## src/rtl/spi_reg_pkg.sv

```systemverilog
// Shared types and constants for the SPI-to-regfile bridge.
//   spi_state_t : frame FSM states
//   FRAME_BITS, ADDR_W, DATA_W, REG_DEPTH, CMD_W_BIT : frame and regfile geometry
package spi_reg_pkg;

  localparam int unsigned FRAME_BITS = 16;
  localparam int unsigned ADDR_W     = 4;
  localparam int unsigned DATA_W     = 8;
  localparam int unsigned REG_DEPTH  = 8;
  localparam int unsigned CMD_W_BIT  = 7;

  typedef enum logic [1:0] {
    StIdle,
    StCmd,
    StData,
    StDone
  } spi_state_t;

  function automatic logic addr_in_range(input logic [ADDR_W-1:0] addr);
    return 32'(addr) < REG_DEPTH;
  endfunction

endpackage

```

## src/rtl/sync_edge.sv

```systemverilog
// N-flop synchronizer with registered single-cycle edge pulses.
//   clk, rst : system clock, synchronous active-high reset
//   din      : asynchronous input
//   rise     : one-cycle pulse on a synchronized 0->1 transition
//   fall     : one-cycle pulse on a synchronized 1->0 transition
// Pin-to-pulse latency is STAGES+1 clk cycles.
module sync_edge #(
  parameter int unsigned STAGES = 2
) (
  input  logic clk,
  input  logic rst,
  input  logic din,
  output logic rise,
  output logic fall
);

  logic [STAGES-1:0] chain_q;
  logic              prev_q;
  logic              rise_q;
  logic              fall_q;
  logic              sync;

  // The chain and history flop are left unreset so they keep tracking the pin
  // through reset; that way a pin already low at reset release is not seen as
  // a fresh falling edge.
  always_ff @(posedge clk) begin
    chain_q <= {chain_q[STAGES-2:0], din};
    prev_q  <= sync;
  end

  assign sync = chain_q[STAGES-1];

  always_ff @(posedge clk) begin
    if (rst) begin
      rise_q <= 1'b0;
      fall_q <= 1'b0;
    end else begin
      rise_q <= sync & ~prev_q;
      fall_q <= ~sync & prev_q;
    end
  end

  assign rise = rise_q;
  assign fall = fall_q;

endmodule

```

## src/rtl/spi_reg_bridge.sv

```systemverilog
// SPI mode-0 peripheral giving an external host access to the 8 x 8b regfile.
// Frames are 16 bits: command byte (W, ignored[6:4], addr[3:0]) then data byte.
//   clk, rst          : system clock, synchronous active-high reset
//   sclk, cs_n, mosi  : asynchronous SPI pins
//   miso              : SPI data out, 0 whenever cs_n is high
//   o_en_wr           : one-cycle regfile write strobe
//   o_addr_wr, o_data : registered write address / data
//   o_addr_rd         : registered read address
//   i_rd_data         : regfile read data, combinational from o_addr_rd
//   o_frame_err       : one-cycle pulse when a frame is cut short by cs_n
module spi_reg_bridge
  import spi_reg_pkg::*;
#(
  parameter int unsigned SYNC_STAGES = 2
) (
  input  logic              clk,
  input  logic              rst,
  input  logic              sclk,
  input  logic              cs_n,
  input  logic              mosi,
  output logic              miso,
  output logic              o_en_wr,
  output logic [ADDR_W-1:0] o_addr_wr,
  output logic [DATA_W-1:0] o_data,
  output logic [ADDR_W-1:0] o_addr_rd,
  input  logic [DATA_W-1:0] i_rd_data,
  output logic              o_frame_err
);

  localparam int unsigned CNT_W = 5;
  localparam logic [CNT_W-1:0] CmdLast   = CNT_W'(DATA_W - 1);
  localparam logic [CNT_W-1:0] FrameLast = CNT_W'(FRAME_BITS - 1);

  logic sclk_rise, sclk_fall, cs_rise, cs_fall;
  logic [SYNC_STAGES-1:0] mosi_q;
  logic mosi_s;

  sync_edge #(.STAGES(SYNC_STAGES)) u_sync_sclk (
    .clk (clk),
    .rst (rst),
    .din (sclk),
    .rise(sclk_rise),
    .fall(sclk_fall)
  );

  sync_edge #(.STAGES(SYNC_STAGES)) u_sync_cs (
    .clk (clk),
    .rst (rst),
    .din (cs_n),
    .rise(cs_rise),
    .fall(cs_fall)
  );

  // Data needs no edge detect; its chain matches the sclk chain depth.
  always_ff @(posedge clk) begin
    mosi_q <= {mosi_q[SYNC_STAGES-2:0], mosi};
  end
  assign mosi_s = mosi_q[SYNC_STAGES-1];

  spi_state_t state_q, state_d;
  logic [CNT_W-1:0]  bit_cnt_q;
  logic [DATA_W-2:0] rx_q;
  logic              cmd_w_q;
  logic [ADDR_W-1:0] cmd_addr_q;
  logic [DATA_W-1:0] tx_q;
  logic              load_tx_q;
  logic              miso_q;
  logic              en_wr_q;
  logic              frame_err_q;
  logic [ADDR_W-1:0] addr_wr_q, addr_rd_q;
  logic [DATA_W-1:0] data_q;

  logic in_frame, cnt_clr, shift_en, cmd_done, frame_done, tx_shift, abort;
  logic [DATA_W-1:0] rx_byte;

  // Byte completed by the bit currently being sampled.
  assign rx_byte = {rx_q, mosi_s};

  // State register.
  always_ff @(posedge clk) begin
    if (rst) state_q <= StIdle;
    else     state_q <= state_d;
  end

  // Next-state logic; a cs_n release always returns to idle.
  always_comb begin
    state_d = state_q;
    if (cs_rise) begin
      state_d = StIdle;
    end else begin
      unique case (state_q)
        StIdle: if (cs_fall) state_d = StCmd;
        StCmd:  if (sclk_rise && bit_cnt_q == CmdLast) state_d = StData;
        StData: if (sclk_rise && bit_cnt_q == FrameLast) state_d = StDone;
        StDone: state_d = StDone;
        default: state_d = StIdle;
      endcase
    end
  end

  // Control strobes decoded from state and synchronized pin events.
  always_comb begin
    in_frame   = (state_q == StCmd) || (state_q == StData);
    abort      = cs_rise && in_frame;
    cnt_clr    = (state_q == StIdle) && cs_fall;
    shift_en   = sclk_rise && in_frame && !cs_rise;
    cmd_done   = shift_en && (state_q == StCmd) && (bit_cnt_q == CmdLast);
    frame_done = shift_en && (state_q == StData) && (bit_cnt_q == FrameLast);
    tx_shift   = sclk_fall && (state_q == StData) && !cs_rise;
  end

  always_ff @(posedge clk) begin
    if (rst) begin
      bit_cnt_q   <= '0;
      rx_q        <= '0;
      cmd_w_q     <= 1'b0;
      cmd_addr_q  <= '0;
      tx_q        <= '0;
      load_tx_q   <= 1'b0;
      miso_q      <= 1'b0;
      en_wr_q     <= 1'b0;
      frame_err_q <= 1'b0;
      addr_wr_q   <= '0;
      addr_rd_q   <= '0;
      data_q      <= '0;
    end else begin
      frame_err_q <= abort;
      load_tx_q   <= cmd_done;
      en_wr_q     <= frame_done && cmd_w_q && addr_in_range(cmd_addr_q);

      if (cnt_clr)       bit_cnt_q <= '0;
      else if (shift_en) bit_cnt_q <= bit_cnt_q + 1'b1;

      if (shift_en) rx_q <= rx_byte[DATA_W-2:0];

      if (cmd_done) begin
        cmd_w_q    <= rx_byte[CMD_W_BIT];
        cmd_addr_q <= rx_byte[ADDR_W-1:0];
        if (!rx_byte[CMD_W_BIT]) addr_rd_q <= rx_byte[ADDR_W-1:0];
      end

      if (frame_done && cmd_w_q && addr_in_range(cmd_addr_q)) begin
        addr_wr_q <= cmd_addr_q;
        data_q    <= rx_byte;
      end

      // Read data is taken one cycle after o_addr_rd updates; out-of-range
      // reads and write frames shift out zeros.
      if (load_tx_q) begin
        tx_q <= (!cmd_w_q && addr_in_range(cmd_addr_q)) ? i_rd_data : '0;
      end else if (tx_shift) begin
        tx_q <= {tx_q[DATA_W-2:0], 1'b0};
      end

      if (state_q != StData) miso_q <= 1'b0;
      else if (tx_shift)     miso_q <= tx_q[DATA_W-1];
    end
  end

  assign miso        = miso_q & ~cs_n;
  assign o_en_wr     = en_wr_q;
  assign o_addr_wr   = addr_wr_q;
  assign o_data      = data_q;
  assign o_addr_rd   = addr_rd_q;
  assign o_frame_err = frame_err_q;

endmodule

```

## config.mk

```make
export PLATFORM = sky130hd
export DESIGN_NAME = spi_reg_bridge
export DESIGN_NICKNAME = d
export VERILOG_FILES = /design/src/rtl/spi_reg_pkg.sv /design/src/rtl/sync_edge.sv /design/src/rtl/spi_reg_bridge.sv
export SDC_FILE = /design/constraint.sdc
export NUM_CORES = 1
export LEC_CHECK = 0
export ABC_AREA = 1
export BUFFER_PORTS_ARGS = -buffer_cell sky130_fd_sc_hd__clkbuf_2
export CORE_MARGIN = 1
export CORE_UTILIZATION = 52
export CTS_BUF_LIST = sky130_fd_sc_hd__clkbuf_2
export DETAILED_ROUTE_END_ITERATION = 16
export MAX_ROUTING_LAYER = met4
export PLACE_DENSITY = 0.82
export SYNTH_ARGS = -nofsm -noshare
export SYNTH_HDL_FRONTEND = slang
export SYNTH_SLANG_ARGS = --single-unit
```

## constraint.sdc

```tcl
create_clock -name clk -period 1.75 [get_ports clk]
set_input_delay 0.175 -clock clk [delete_from_list [all_inputs] [get_ports clk]]
set_output_delay 0.175 -clock clk [all_outputs]
set_load 0.02 [all_outputs]
```

==> flow_summary_export.csv <==
group,metric,value,unit
detailed_routing,ant_nets,0,
global_route,grtUsageTotal,22.6,%
global_route,grt.overflow.total,0,
critical_path,crit_top_cell,"nand2_2",
sta,fin_crit,1710,ps
pwr,p_sw,0.847,mW
critical_path,ff2ff_setup_slack,40,ps
outcome,status,"finished clean",
critical_path,rr_worst_depth,10,
critical_path,crit_family,"simple AND/OR/NAND/NOR gates",
placement,gp_congestion,0.805,
critical_path,critPathLaunchType,"flop",
critical_path,endpoint,"o_data[5]$_SDFFE_PP0P_",
yosys,synth_xor_xnor_area_share,0,%
global_route,met1_usage,26.1,%
layout,layout_commonest_cell,"dfxtp_1",
yosys,yosysWarningCount,0,
critical_path,rr_startpoint,"bit_cnt_q[0]$_SDFFE_PP0N_",
critical_path,cp_slowest_cell,"dfxtp_4",
pwr,seqPwrFrac,50.4,%
clock_network,cts-root-buf,"clkbuf_2",
yosys,synth_fa_ha_area_share,3.44,%
min_path,worstHoldStart,"rst",
sta,setup-violations-final,0,
detailed_routing,via_count,1894,
pwr,p_per_area,1060,nW/um2
floorplan,boundaryPins,32,
sta,worst_slew_pin_slew,505,ps
min_path,hold_class,"primary input to flop",
critical_path,cp_cell_sequence,"ha_4, nand2_2, nor2_2, ha_2, nand2_2, nor3_4, nand2_4, buf_6, nand3_1, nand2_1",
critical_path,cp_num_buf_inv,1,
floorplan,die_w,66.7,um
layout,layout_common_cells,"dfxtp_1 (57), clkbuf_2 (40), nor2_1 (38), nand2_1 (38), a21oi_1 (26)",
layout,fillers,331,
sta,whs,50.9,ps
yosys,synth_top_area_share,54.2,%
global_route,grt_pass1_vias,1681,
critical_path,arrival,2120,ps
detailed_routing,wirelength,4350,um
floorplan,core-area,4000,um2
yosys,ys_seq_elements,59,
yosys,synth_compound_area_share,12.9,%
clock_network,clock_latency,510,ps
yosys,synth_nets,290,
yosys,ys_types,21,
clock_network,htreeDepth,3,
sta,final_hold_viol_count,0,
layout,layout.nets,342,
global_route,use_met3,10.4,%
placement,portBuffers,31,
sta,drv_slew,0,
sta,rsz0062_at_grt,"yes",
pwr,p_int,2.06,mW
pwr,combPwrFrac,15.8,%
pwr,switching_share,29.1,%
detailed_routing,wire_per_inst,11.5,um
floorplan,die_h,66.7,um
critical_path,path_class,"flop to flop",
sta,fin_crit_sh,97.7,%
detailed_routing,drt-vias-per-instance,5.01,
yosys,synthCells,271,
sta,relSlewSlack,66.2,%
clock_network,cts_max_path_buffers,2,
layout,layout-drive-gt1-share,22.6,%
global_route,met2_usage,33.5,%
floorplan,start_util,54.5,%
layout,syn2layout_area_growth,25.5,%
sta,fin_skew,28.2,ps
detailed_routing,drtIter0Drc,82,
floorplan,rows,23,
clock_network,cts_sinks,59,
layout,final_cell_count_no_fill,378,
yosys,ys_seq_area_share,54.2,%
clock_network,cts_tree,"done",
yosys,synth_top_family_by_area,"simple AND/OR/NAND/NOR gates",
layout,n_antenna_cell,0,
floorplan,die_area,4450,um2
global_route,grt_pass1_wl,7090,um
critical_path,critical_path_required,2160,ps
detailed_routing,drc,0,
critical_path,worstSetupStartpoint,"bit_cnt_q[0]$_SDFFE_PP0N_",
pwr,vdd_drop_max,0.504,mV
pwr,pwr-share-clk,33.8,%
critical_path,end_kind,"flop",
yosys,yosysTopAreaCell,"dfxtp_1",
placement,place_hpwl,2770,um
critical_path,reg2reg_to,"o_data[5]$_SDFFE_PP0P_",
detailed_routing,first_pass_iters,4,
clock_network,cts-buffers-inserted,9,
placement,dp.cells,349,
yosys,yosys-top-cells-area,"dfxtp_1 (54%), nand2_1 (6.9%), nor2_1 (6.7%)",
global_route,antenna_found_initial,0,
yosys,synthMuxAreaShare,0,%
yosys,synth-simple-area-share,23.0,%
global_route,grt_busiest_layer,"met2",
global_route,grt_max_degree,32,
sta,tns,0,ps
critical_path,critical_path.max_fanout,5,
job,maxCapViolCount,0,
sta,fmax,585,MHz
yosys,avgSynthCellArea,8.04,um2
yosys,syn-cell-area,2180,um2
critical_path,cp_slowest_stage_delay,400,ps
pwr,total_leakage_power,1.21,nW
critical_path,cp_num_cells,10,
clock_network,clk_pin_slew,170,ps
-- power groups by stage --
stage / combinational [mW] / sequential, mW / clock [mW]
2_1_floorplan: 0.318 / 1.48 / 0
3_3_place_gp: 0.401 / 1.49 / 0
3_5_place_dp: 0.412 / 1.49 / 0
4_1_cts: 0.437 / 1.46 / 1.01
5_1_grt: 0.531 / 1.47 / 1.06
6_report: 0.461 / 1.47 / 0.983
-- cell families after synthesis --
group | count (synthesis)
buf+inv | 35
compound gates | 55
simple gates | 116
flops | 59
fa+ha+maj | 6
-- layer usage --
metal  up-vias  wire length [um]
met5         -                 0
met2        37              2030
li1        994                 -
met3        11               209
met1       852              2010
met4         0                95
-- cells in the mapped netlist --
| cell | number |
|---|---|
| a211oi_1 | 1 |
| a21oi_1 | 26 |
| buf_2 | 5 |
| buf_4 | 1 |
| clkbuf_1 | 3 |
| dfxtp_1 | 59 |
| ha_1 | 6 |
| inv_1 | 22 |
| inv_2 | 4 |
| nand2_1 | 40 |
| nand2_2 | 2 |
| nand3_1 | 25 |
| nand3_2 | 1 |
| nand4_1 | 2 |
| nor2_1 | 39 |
| nor2_2 | 2 |
| nor2_4 | 1 |
| nor3_1 | 4 |
| o21ai_0 | 20 |
| o21ai_1 | 7 |
| o21ai_2 | 1 |
-- final cells by class --
cell class                      instances  area (um2)  share of cell area, %
Clock buffer                            9        45.0                   1.65
Clock inverter                          7        92.6                   3.39
Inverter                               26         100                   3.66
Multi-Input combinational cell        178         915                   33.4
Sequential cell                        59        1190                   43.4
Tap cell                               50        62.6                   2.29
Timing Repair Buffer                   49         334                   12.2
-- how the worst min path moves through the flow --
stage                                  endpoint  slack, ps  cells after the start
global route        u_sync_sclk.fall$_SDFF_PP0_          1                      2
CTS                      o_frame_err$_SDFF_PP0_         30                      2
floorplan                     mosi_q[0]$_DFF_P_        200                      0
global placement              mosi_q[0]$_DFF_P_        280                      1
detailed placement            mosi_q[0]$_DFF_P_        280                      1
finish                     tx_q[0]$_SDFFE_PP0P_         50                      2
-- metrics by stage --
stage	worst slack [ps]	total power [mW]	util (%)	area, um2
6_report	40.0	2.91	68.4	2740
5_1_grt	-46.8	3.07	68.4	2740
4_1_cts	7.39	2.91	66.8	2670
3_5_place_dp	-37.1	1.90	60.3	2410
3_3_place_gp	82.3	1.89	60.3	2410
2_1_floorplan	209	1.80	-	2180
-- sequential cells by signal (all words and copies together) (netlist names) --
name,cells
o_data,8
tx_q,8
rx_q,7
bit_cnt_q,5
cmd_addr_q,4
o_addr_rd,4
o_addr_wr,4
mosi_q,2
state_q,2
u_sync_cs.chain_q,2
u_sync_sclk.chain_q,2
cmd_w_q,1
load_tx_q,1
miso_q,1
o_en_wr,1
o_frame_err,1
u_sync_cs.fall,1
u_sync_cs.prev_q,1
u_sync_cs.rise,1
u_sync_sclk.fall,1
u_sync_sclk.prev_q,1
u_sync_sclk.rise,1
-- what timing repair did --
action,4_1_cts,5_1_grt
pin swaps,1,4
cloned,1,0
setup endpoints to repair,12,20
setup buffers,0,1
hold buffers,11,0
gates resized for setup,3,15
hold endpoints to repair,11,0
Power figures use the tool's default switching activity.
